**src/rtl/wrf_rr_arbiter.sv**
```systemverilog
// wrf_rr_arbiter: N:1 pipelined WR fabric arbiter, round-robin per frame, outstanding-ack tracking.
// Optional idle watchdog is built when WRF_ARB_TIMEOUT_EN is defined.
module wrf_rr_arbiter #(
  parameter int NUM_PORTS       = 8,
  parameter int DATA_WIDTH      = 16,
  parameter int MAX_OUTSTANDING = 4,
  parameter int TIMEOUT_CYCLES  = 1024
) (
  input  logic                                  clk_sys,
  input  logic                                  rst,
  input  logic [NUM_PORTS-1:0]                  snk_cyc_i,
  input  logic [NUM_PORTS-1:0]                  snk_stb_i,
  input  logic [NUM_PORTS-1:0]                  snk_we_i,
  input  logic [2*NUM_PORTS-1:0]                snk_adr_i,
  input  logic [DATA_WIDTH*NUM_PORTS-1:0]       snk_dat_i,
  input  logic [(DATA_WIDTH/8)*NUM_PORTS-1:0]   snk_sel_i,
  output logic [NUM_PORTS-1:0]                  snk_ack_o,
  output logic [NUM_PORTS-1:0]                  snk_err_o,
  output logic [NUM_PORTS-1:0]                  snk_rty_o,
  output logic [NUM_PORTS-1:0]                  snk_stall_o,
  output logic                                  src_cyc_o,
  output logic                                  src_stb_o,
  output logic                                  src_we_o,
  output logic [1:0]                            src_adr_o,
  output logic [DATA_WIDTH-1:0]                 src_dat_o,
  output logic [DATA_WIDTH/8-1:0]               src_sel_o,
  input  logic                                  src_ack_i,
  input  logic                                  src_err_i,
  input  logic                                  src_rty_i,
  input  logic                                  src_stall_i,
  output logic [NUM_PORTS-1:0]                  grant_o,
  output logic                                  busy_o
);

  localparam int PW = $clog2(NUM_PORTS);
  localparam int OW = $clog2(MAX_OUTSTANDING + 1);
  localparam int SW = DATA_WIDTH / 8;
  localparam logic [OW-1:0] MAX_OUT = OW'(MAX_OUTSTANDING);

  if (NUM_PORTS < 2 || NUM_PORTS > 16 || (DATA_WIDTH % 8) != 0 ||
      MAX_OUTSTANDING < 1 || MAX_OUTSTANDING > 15 || TIMEOUT_CYCLES < 1) begin : g_param_check
    $error("wrf_rr_arbiter: parameter out of range");
  end

  typedef enum logic [1:0] {IDLE, GRANT, DRAIN} state_t;

  state_t        state_reg, state_next;
  logic [PW-1:0] gnt_reg, gnt_next;
  logic [PW-1:0] rr_ptr_reg, rr_ptr_next;
  logic [OW-1:0] outst_reg, outst_next, outst_step;
  logic [PW-1:0] pick;
  logic          found;
  logic          busy, in_grant, g_cyc, g_stb, outst_full;
  logic          accept, rsp, rsp_valid, timeout;

  assign busy       = (state_reg != IDLE);
  assign in_grant   = (state_reg == GRANT);
  assign g_cyc      = snk_cyc_i[gnt_reg];
  assign g_stb      = snk_stb_i[gnt_reg];
  assign outst_full = (outst_reg == MAX_OUT);

  assign src_cyc_o = busy;
  assign busy_o    = busy;
  assign src_stb_o = in_grant & g_cyc & g_stb & ~outst_full;
  assign src_we_o  = in_grant & snk_we_i[gnt_reg];
  assign src_adr_o = in_grant ? snk_adr_i[gnt_reg*2 +: 2] : 2'b00;
  assign src_dat_o = in_grant ? snk_dat_i[gnt_reg*DATA_WIDTH +: DATA_WIDTH] : '0;
  assign src_sel_o = in_grant ? snk_sel_i[gnt_reg*SW +: SW] : '0;

  assign accept    = src_stb_o & ~src_stall_i;
  assign rsp       = busy & (src_ack_i | src_err_i | src_rty_i);
  // A response with nothing outstanding is stray and must not underflow the counter.
  assign rsp_valid = rsp & (outst_reg != '0);

  // Round-robin search starting just after the last granted port.
  always_comb begin
    pick  = rr_ptr_reg;
    found = 1'b0;
    for (int k = 1; k <= NUM_PORTS; k++) begin
      if (!found && snk_cyc_i[(int'(rr_ptr_reg) + k) % NUM_PORTS]) begin
        pick  = PW'((int'(rr_ptr_reg) + k) % NUM_PORTS);
        found = 1'b1;
      end
    end
  end

  always_comb begin
    outst_step = outst_reg;
    if (accept && !rsp_valid)
      outst_step = outst_reg + 1'b1;
    else if (!accept && rsp_valid)
      outst_step = outst_reg - 1'b1;
  end

  assign outst_next = timeout ? '0 : outst_step;

  // Frame end and drain exit use the post-update count, so an ack in the same cycle counts.
  always_comb begin
    state_next  = state_reg;
    gnt_next    = gnt_reg;
    rr_ptr_next = rr_ptr_reg;
    case (state_reg)
      IDLE: begin
        if (|snk_cyc_i) begin
          state_next  = GRANT;
          gnt_next    = pick;
          rr_ptr_next = pick;
        end
      end
      GRANT: begin
        if (timeout)
          state_next = IDLE;
        else if (!g_cyc)
          state_next = (outst_step == '0) ? IDLE : DRAIN;
      end
      DRAIN: begin
        if (timeout || outst_step == '0)
          state_next = IDLE;
      end
      default: state_next = IDLE;
    endcase
  end

  always_ff @(posedge clk_sys) begin
    if (rst) begin
      state_reg  <= IDLE;
      gnt_reg    <= '0;
      rr_ptr_reg <= PW'(NUM_PORTS - 1);
      outst_reg  <= '0;
    end else begin
      state_reg  <= state_next;
      gnt_reg    <= gnt_next;
      rr_ptr_reg <= rr_ptr_next;
      outst_reg  <= outst_next;
    end
  end

  for (genvar gi = 0; gi < NUM_PORTS; gi++) begin : g_port
    logic sel_g;
    assign sel_g          = busy && (gnt_reg == PW'(gi));
    assign grant_o[gi]    = sel_g;
    assign snk_ack_o[gi]  = sel_g & src_ack_i;
    assign snk_err_o[gi]  = sel_g & (src_err_i | timeout);
    assign snk_rty_o[gi]  = sel_g & src_rty_i;
    assign snk_stall_o[gi] = ~(in_grant & sel_g) | src_stall_i | outst_full;
  end

`ifdef WRF_ARB_TIMEOUT_EN
  localparam int TW = $clog2(TIMEOUT_CYCLES + 1);
  logic [TW-1:0] wd_reg;
  logic          quiet;

  assign quiet   = busy & ~accept & ~rsp;
  assign timeout = quiet && (wd_reg == TW'(TIMEOUT_CYCLES - 1));

  always_ff @(posedge clk_sys) begin
    if (rst || !quiet || timeout)
      wd_reg <= '0;
    else
      wd_reg <= wd_reg + 1'b1;
  end
`else
  assign timeout = 1'b0;
`endif

endmodule

```
**config.mk**
```make
export PLATFORM = sky130hd
export DESIGN_NAME = wrf_rr_arbiter
export DESIGN_NICKNAME = d
export VERILOG_FILES = /design/src/rtl/wrf_rr_arbiter.sv
export SDC_FILE = /design/constraint.sdc
export NUM_CORES = 1
export LEC_CHECK = 0
export CORE_UTILIZATION = 35
export DETAILED_ROUTE_END_ITERATION = 8
export PLACE_DENSITY = 0.8
export SYNTH_ARGS = -nofsm -noshare
export SYNTH_HDL_FRONTEND = slang
export SYNTH_SLANG_ARGS = --single-unit
```
**constraint.sdc**
```tcl
create_clock -name clk_sys -period 5.58 [get_ports clk_sys]
set_input_delay 0.837 -clock clk_sys [delete_from_list [all_inputs] [get_ports clk_sys]]
set_output_delay 0.837 -clock clk_sys [all_outputs]
set_load 0.02 [all_outputs]
```
==> results by group <==
Clock network
  • Worst skew pair latency: 0.24 ns
  • Post-CTS Resized: 0
  • Setup bufs post-CTS: 0
  • Total CTS buffers: 3
  • Clock sink count: 11
  • CTS tree: built
  • Post-CTS Hold Fix Bufs: 0
  • CTS clk-pin slew, worst paths: 0.05 ns
  • Clock Path Buffers: 2
  • Clock Root Buffer: clkbuf_8
  • Htree depth: 1

Synthesis
  • Synth Area in Adders: 1.89%
  • Syn_area_per_cell: 9.92 um^2
  • Post-synthesis compound-gate area fraction: 9.97%
  • Synth top area share: 38.2%
  • Asr flop ratio synth: 0%
  • Simple-gate portion of the synthesized area: 18.2%
  • Net count after synthesis: 528
  • Synth unique cells: 60
  • Mapped Area: 3300 um^2
  • FF+latch count, synth: 11
  • Dominant cell type by area after synthesis: mux4_2
  • Mux contribution to synthesized area: 54.5%
  • Synth Instances: 333
  • Synth top cells by count: mux4_2, nor2_1, mux2i_1
  • Post-synthesis xor/xnor area fraction: 1.86%
  • Post-synth top flop: dfxtp_1
  • Seq/Total Area, Yosys: 6.67%
  • Synth warnings: 0
  • Most area-consuming cells after synthesis: mux4_2, mux2i_1, dfxtp_1
  • Main combinational cell family by area after synthesis: multiplexers
  • Most common cell in the netlist: mux4_2
  • Post-synth EDFFs: 0

Floorplanning
  • Die Span Y: 99.1 um
  • Total die area: 9830 um^2
  • Starting Density: 35.9%
  • Boundary pin count: 254
  • Core Area: 9200 um^2
  • Die Span X: 99.1 um
  • Cell Rows: 35

STA
  • PnR worst setup slack: 1.78 ns
  • Fin Setup TNS: 0 ns
  • Final worst path period share: 68.1%
  • Max_slew headroom: 39.6%
  • Post-Route Skew: 0.00184 ns
  • Hold_ws: 0.597 ns
  • Max-slew violation count: 0
  • Worst slew pin tran: 0.907 ns
  • Final setup viols: 0
  • Final hold viol count: 0
  • Tmin final: 3.80 ns
  • RSZ-0062 raised after global routing: false
  • Max Fclk: 263 MHz

Setup path
  • Crit-path max FO: 21
  • Critical Path Source: rr_ptr_reg[0]
  • Worst r2r src: rr_ptr_reg[0]
  • Worst EP required: 5.70 ns
  • Worst R2R Path Depth: 8
  • Crit. End Element: register
  • Critical-path cell list: inv_2, ha_1, mux4_1, mux2_2, nor2b_4, a311oi_2, nor3_1, or3b_1
  • Max stage delay on crit path: 0.89 ns
  • Critical Path AT: 3.92 ns
  • Kind of critical path: register to register
  • Worst setup SP type: register
  • Reg2reg setup slack: 1.78 ns
  • Buf+Inv Stages, Crit Path: 1
  • Crit path max-delay family: adder cells
  • CP max-delay cell: ha_1
  • R2r endpoint: rr_ptr_reg[0]

GRT
  • Global route total overflow: 0
  • Antenna violations before repair: 1
  • Largest net degree at the start of global routing: 50
  • First-pass GRT wire length: 20800 um
  • Vias in the first global route: 3762
  • GRT Resource Usage Total: 27.7%

Routing
  • Total number of vias: 3780
  • DRT iter0 DRCs: 100
  • Post-route DRC: 0
  • DRT Wirelength: 14000 um
  • ANT nets after route: 0
  • Pre-Repair DR Iteration Count: 4
  • WL per Instance: 21.0 um
  • Vias per cell: 5.67

Job
  • MaxCap Viol Count: 0

Hold path
  • Hold Path End: outst_reg[0]
  • HP Class: register to register
  • Critical hold path startpoint: outst_reg[0]
  • Hold path cells: 2

Power and ir drop
  • Worst ir drop on vdd: 162 uV
  • Leak: 0.00206 uW
  • Pwr Density: 362 nW/um^2
  • Final Power: 2110 uW

Layout
  • Area occupied by multi-input gates: 2850 um^2
  • Area growth, synth to finish: 76.8%
  • FF+latch area: 226 um^2
  • Filler Cell Count: 763
  • Layout cells sized above 1: 14.8%
  • Post-route design area: 5840 um^2
  • # nets final: 751

Placed design
  • I/O Buffers: 253
  • Post-Place Setup Slack: 1.79 ns
  • Final GP Congestion: 0.822
  • Area after DPL: 5790 um^2
  • HPWL after detailed placement: 11700 um

Status
  • Status: complete, no violations
-- layout by cell type (no fill, tap or decap), types with 2 or more instances in the layout --
cell type        Yosys  final
and2_1              26     26
mux4_1               4      4
xnor2_1              3      3
inv_1                8      8
a211oi_1             4      4
dfxtp_1             11      8
a31oi_1              3      3
mux4_2              56     56
mux2i_1             31     31
nor4_1               3      3
nand2b_1             7      7
ha_1                 5      5
clkbuf_8             0      3
mux2_2               9      9
nand3_1              6      6
clkdlybuf4s50_1      0    253
nor2b_1              4      4
xor2_1               4      4
dfxtp_2              0      2
a21oi_1             13     13
nand2_1             22     22
o21ai_0              4      4
nor3_1               6      6
nor2_1              34     34
-- kinds of logic (layout without fill, tap and decap cells) --
family | count (synthesis) | in the layout
adder cells (fa/ha/maj) | 5 | 5
multiplexers | 101 | 101
other | 0 | 1
AND/OR/NAND/NOR | 118 | 118
buffers and inverters | 45 | 267
AO/OA/AOI/OAI | 46 | 46
flip-flops | 11 | 11
XOR/XNOR | 7 | 7
-- per-layer routing --
layer	GRT usage (%)	vias to the layer above	share of wire [%]
met5	0	-	0
met4	8.48	0	2.8
met3	4.43	25	6.7
met2	51.6	164	55
met1	32.7	1853	36
li1	-	1738	-
-- how the worst max path moves through the flow --
| stage | endpoint | cells after the start |
|---|---|---|
| finish | rr_ptr_reg[0] | 8 |
| global route | gnt_reg[2] | 9 |
| CTS | rr_ptr_reg[0] | 8 |
| detailed placement | rr_ptr_reg[0] | 8 |
| global placement | src_stb_o | 6 |
| floorplan | rr_ptr_reg[0] | 11 |
-- tightest hold or removal path: cells and delay by family (launching register included) --
| kind | cells | cell delay (ns) |
|---|---|---|
| AND/OR/NAND/NOR | 1 | 0.04 |
| XOR/XNOR | 1 | 0.17 |
| flip-flops | 1 | 0.35 |
-- layout make-up --
type | instances | share of cell area (%)
Multi-Input combinational cell | 277 | 48.9
Timing Repair Buffer | 254 | 43.5
Sequential cell | 11 | 3.88
Tap cell | 111 | 2.38
Clock buffer | 4 | 0.771
Inverter | 9 | 0.579
Antenna cell | 1 | 0.0429
-- through the flow --
stage / utilization [%] / std cells
after floorplan: - / 333
after global placement: 63.0 / 662
after detailed placement: 63.0 / 662
after CTS: 63.5 / 666
after global routing: 63.5 / 667
final: 63.5 / 667
-- where the power goes --
group / switching (uW) / leakage [uW] / internal (uW)
Combinational: 812 / 0.00194 / 933
Clock: 33.1 / 0.0000228 / 50.4
Sequential: 173 / 0.0000923 / 113
Total: 1020 / 0.00206 / 1100
(Power assumes the default switching activity.)
